--- src/rtl/gcd_controller.sv ---
// Control FSM for the 16-bit subtractive GCD datapath: operand-load handshake,
// subtraction sequencing from gt/lt/eq, done/error reporting with an iteration timeout.
module gcd_controller #(
  parameter int          ITER_W   = 16,
  parameter int unsigned MAX_ITER = 65535
) (
  input  logic              clk,
  input  logic              rst_n,
  input  logic              start,
  input  logic              in_valid,
  output logic              in_ready,
  input  logic              gt,
  input  logic              lt,
  input  logic              eq,
  output logic              ldA,
  output logic              ldB,
  output logic              sel1,
  output logic              sel2,
  output logic              sel_in,
  output logic              busy,
  output logic              done,
  output logic              error,
  output logic [ITER_W-1:0] iter_count
);

  typedef enum logic [2:0] {
    S_IDLE,
    S_LOAD_A,
    S_LOAD_B,
    S_CALC,
    S_DONE,
    S_ERR
  } state_t;

  localparam logic [ITER_W-1:0] LP_MAX = ITER_W'(MAX_ITER);

  state_t            r_state;
  state_t            w_next;
  logic [ITER_W-1:0] r_iter;
  logic              w_iter_clr;
  logic              w_iter_inc;

  always_ff @(posedge clk or negedge rst_n) begin
    if (!rst_n) begin
      r_state <= S_IDLE;
      r_iter  <= '0;
    end else begin
      r_state <= w_next;
      if (w_iter_clr)
        r_iter <= '0;
      else if (w_iter_inc)
        r_iter <= r_iter + 1'b1;
    end
  end

  always_comb begin
    w_next     = r_state;
    w_iter_clr = 1'b0;
    w_iter_inc = 1'b0;
    in_ready   = 1'b0;
    ldA        = 1'b0;
    ldB        = 1'b0;
    sel1       = 1'b0;
    sel2       = 1'b0;
    sel_in     = 1'b0;
    busy       = 1'b0;
    done       = 1'b0;
    error      = 1'b0;
    case (r_state)
      S_IDLE: begin
        if (start) w_next = S_LOAD_A;
      end
      S_LOAD_A: begin
        busy     = 1'b1;
        in_ready = 1'b1;
        if (in_valid) begin
          ldA    = 1'b1;
          sel_in = 1'b1;
          w_next = S_LOAD_B;
        end
      end
      S_LOAD_B: begin
        busy     = 1'b1;
        in_ready = 1'b1;
        if (in_valid) begin
          ldB        = 1'b1;
          sel_in     = 1'b1;
          w_iter_clr = 1'b1;
          w_next     = S_CALC;
        end
      end
      S_CALC: begin
        busy = 1'b1;
        // Equality wins over the timeout so a run converging on the last allowed step still completes.
        if (eq) begin
          w_next = S_DONE;
        end else if (r_iter == LP_MAX) begin
          w_next = S_ERR;
        end else if (gt) begin
          ldA        = 1'b1;
          sel1       = 1'b1;
          w_iter_inc = 1'b1;
        end else if (lt) begin
          ldB        = 1'b1;
          sel2       = 1'b1;
          w_iter_inc = 1'b1;
        end else begin
          w_next = S_ERR;
        end
      end
      S_DONE: begin
        done = 1'b1;
        if (start) w_next = S_LOAD_A;
      end
      S_ERR: begin
        error = 1'b1;
        if (start) w_next = S_LOAD_A;
      end
      default: w_next = S_IDLE;
    endcase
  end

  assign iter_count = r_iter;

endmodule

--- config.mk ---
export PLATFORM = sky130hd
export DESIGN_NAME = gcd_controller
export DESIGN_NICKNAME = d
export VERILOG_FILES = /design/src/rtl/gcd_controller.sv
export SDC_FILE = /design/constraint.sdc
export NUM_CORES = 1
export LEC_CHECK = 0
export CORE_ASPECT_RATIO = 0.8
export CORE_MARGIN = 5
export CORE_UTILIZATION = 50
export DETAILED_ROUTE_END_ITERATION = 8
export MAX_ROUTING_LAYER = met4
export PLACE_DENSITY = 0.93
export SYNTH_ARGS = -nofsm -noshare
export SYNTH_HDL_FRONTEND = slang
export SYNTH_SLANG_ARGS = --single-unit
--- constraint.sdc ---
create_clock -name clk -period 4.1 [get_ports clk]
set_input_delay 0.82 -clock clk [delete_from_list [all_inputs] [get_ports clk]]
set_output_delay 0.82 -clock clk [all_outputs]
set_load 0.01 [all_outputs]
==> results.md <==
* Critical path arrival at 2.69 ns
* Clk buf depth at 2
* Comb power frac at 0.449
* CP bufs+invs at 1
* Int Power at 0.4126 mW
* Area of the core at 2402 µm²
* Hold_buf cts at 0
* GR Util All Layers at 0.2154
* GP Congestion at 0.9129
* Crit-path cells: ha_1, nand4_1, or4_1, and3_1, o21a_1, clkdlybuf4s50_1
* DP Wirelength at 2429 µm
* # IOs at 32
* Final period util at 0.8573
* Tmin final at 3.515 ns
* Total net switching power at 0.2602 mW
* NumNets Final at 174
* Starting Density at 0.5089
* Synthesized area at 1222 µm²
* Max Slew Vio Count at 0
* Fmax at 284.5 MHz
* Die height at 54.23 µm
* Area share of the largest cell type after synthesis at 0.3889
* Setup_tns at 0 ns
* CP max-delay cell: or4_1
* PwrDens at 426.8 nW/µm²
* Initial antenna violation count at 0
* Post_cts resized at 0
* DR iter-0 viols at 114
* Largest net degree at the start of global routing at 20
* Final wirelength at 3272 µm
* Avg Vias per Cell at 6.438
* Max Cap Viol at 0
* Commonest non-fill, non-tap cell in the layout: clkdlybuf4s50_1
* Final hold vios at 0
* Die ar. at 3540 µm²
* Seq pwr share at 0.409
* Layout cell share with drive strength beyond 1 at 0.07879
* Post-route ant nets at 0
* HP Class: register to register
* Pre-CTS setup slack at 0.7273 ns
* Slew headroom at 0.3934
* Worst path depth at 6
* Mapped Avg Cell Area at 9.191 µm²
* Leakage power at 0.6106 nW
* CP required at 3.28 ns
* Worst-path fanout max at 6
* Clock Sinks at 19
* Final Setup Violations at 0
* First-pass GRT wire length at 5561 µm
* Synth cell types at 37
* Sw frac at 0.3868
* Reg2reg setup slack at 1.90 ns
* Hold path start: iter_count[15]
* DR vias at 1236
* Reg2reg end: iter_count[15]
* CP top delay family: simple AND/OR/NAND/NOR gates
* Ranking of synthesized cells by area: dfrtp_1 (39%), mux2i_1 (6.6%), nand2_1 (4.3%)
* Die W at 65.28 µm
* Routed WL per cell at 17.04 µm
* # port buffers at 31
* Max rail drop VDD at 432.2 µV
* Area added between synthesis and finish at 28.97%
* Setup fix buffers added after clock tree synthesis at 0
* Row cnt at 16
* Synth Instances at 133
* Vias in the first global route at 1154
* Warnings, synthesis at 0
* Worst skew pair latency at 0.30 ns
* Unrepaired setup endpoints after global routing: false
* Htree depth at 1
* Critical R2R Launch: iter_count[0]
* Actual slew at the worst max-slew pin at 0.9070 ns
* Clock-pin slew on the worst setup and hold paths at 0.11 ns
* DR DRC count at 0
* DR pass1 iterations at 5
* WHS Endpoint: iter_count[15]
* CP endpoint kind: output pin
* Clock power frac at 0.141
* Worst reg-to-reg path cell count at 5
* Inserted Clock Buffers at 3
* Syn nets at 141
* Setup WS post-layout at 0.5850 ns
* Commonest cells after routing, fill and taps aside: clkdlybuf4s50_1 (31), dfrtp_1 (19), nand2_1 (14)
* Worst Skew at 0.007691 ns
* # diodes at 0
* Hold Crit Depth at 1
* Max stage delay on crit path at 0.58 ns
* Top cell type by total area after synthesis: dfrtp_1
* Grt ovf at 0
* TritonCTS clock tree: done
* Outcome: finished, final reports clean
* CP Launch Type: register
* Register area share after synthesis at 0.3889
* CTS root buffer: clkbuf_4
* Synth Register Bits at 19
* Critical path class: register to output pin
registers in the layout, summed over array words and instances (netlist names):
| register | flops |
|---|---|
| r_state | 3 |
| iter_count | 16 |
synth_stat cells:
master and number:
mux2i_1 8, nor4_1 3, or2_2 3, nand3_1 4
o21ai_0 7, a21oi_1 9, and4bb_2 2, buf_2 1
or4_1 7, and2_1 2, or4_4 1, nand4_1 7
a21o_1 1, buf_6 1, o31ai_1 5, or3_1 3
nand2_1 14, dfrtp_1 19, o211ai_1 1, nor2_1 9
clkbuf_1 2, o21a_1 1, inv_1 3, nor4b_1 1
o221ai_1 1, nor4_4 1, ha_1 1, and4_1 1
nand4_2 1, nand4bb_4 1, and3_1 2, nor3b_1 1
nor3_1 3, nand2b_1 3, xnor2_1 1, nor2b_1 2
o22a_1 1
power groups by stage:
stage               clock network, mW  registers [mW]  logic (mW)
floorplan                           0           0.253       0.190
CTS                            0.0986           0.273       0.302
detailed placement                  0           0.277       0.301
global placement                    0           0.273       0.293
global route                    0.110           0.281       0.327
finish                         0.0951           0.275       0.302
worst max-delay path by stage:
stage,start,to
5_1_grt,iter_count[0],ldA
3_3_place_gp,eq,ldB
2_1_floorplan,iter_count[0],ldA
6_report,iter_count[0],ldA
3_5_place_dp,eq,ldB
4_1_cts,iter_count[0],ldA
per-layer routing:
layer | wire length, µm | up-vias | GRT usage
met5 | 0 | - | -
met4 | 54 | 0 | 0.07931
met3 | 183 | 8 | 0.04107
met2 | 1638 | 50 | 0.3697
met1 | 1396 | 603 | 0.2574
li1 | - | 575 | -
area by class of cell:
cell class                 instances  area [µm²]
sequential                        19       475.5
timing repair buffer              32       317.8
inverter                           3       11.26
fill                             191       825.8
tap                               27       33.78
multi-input combinational        107       711.9
clock buffer                       4       26.28
metrics by stage:
stage	util	hold WS (ns)	instance area, µm²	cells	power [mW]
floorplan	-	0.5244	1222	133	0.4424
global placement	0.6453	0.5132	1550	188	0.5662
finish	0.6563	0.5377	1577	192	0.6729
global route	0.6563	0.5621	1577	192	0.7185
detailed placement	0.6453	0.5197	1550	188	0.5782
CTS	0.6563	0.5405	1577	192	0.6737
cell families after synthesis:
| logic type | synth area share |
|---|---|
| AO/OA/AOI/OAI | 0.1290 |
| buffers and inverters | 0.02866 |
| AND/OR/NAND/NOR | 0.3705 |
| XOR/XNOR | 0.007166 |
| flip-flops | 0.3889 |
| adder cells (fa/ha/maj) | 0.01023 |
| multiplexers | 0.06551 |
Note: power is estimated with default switching activity, not from simulation.
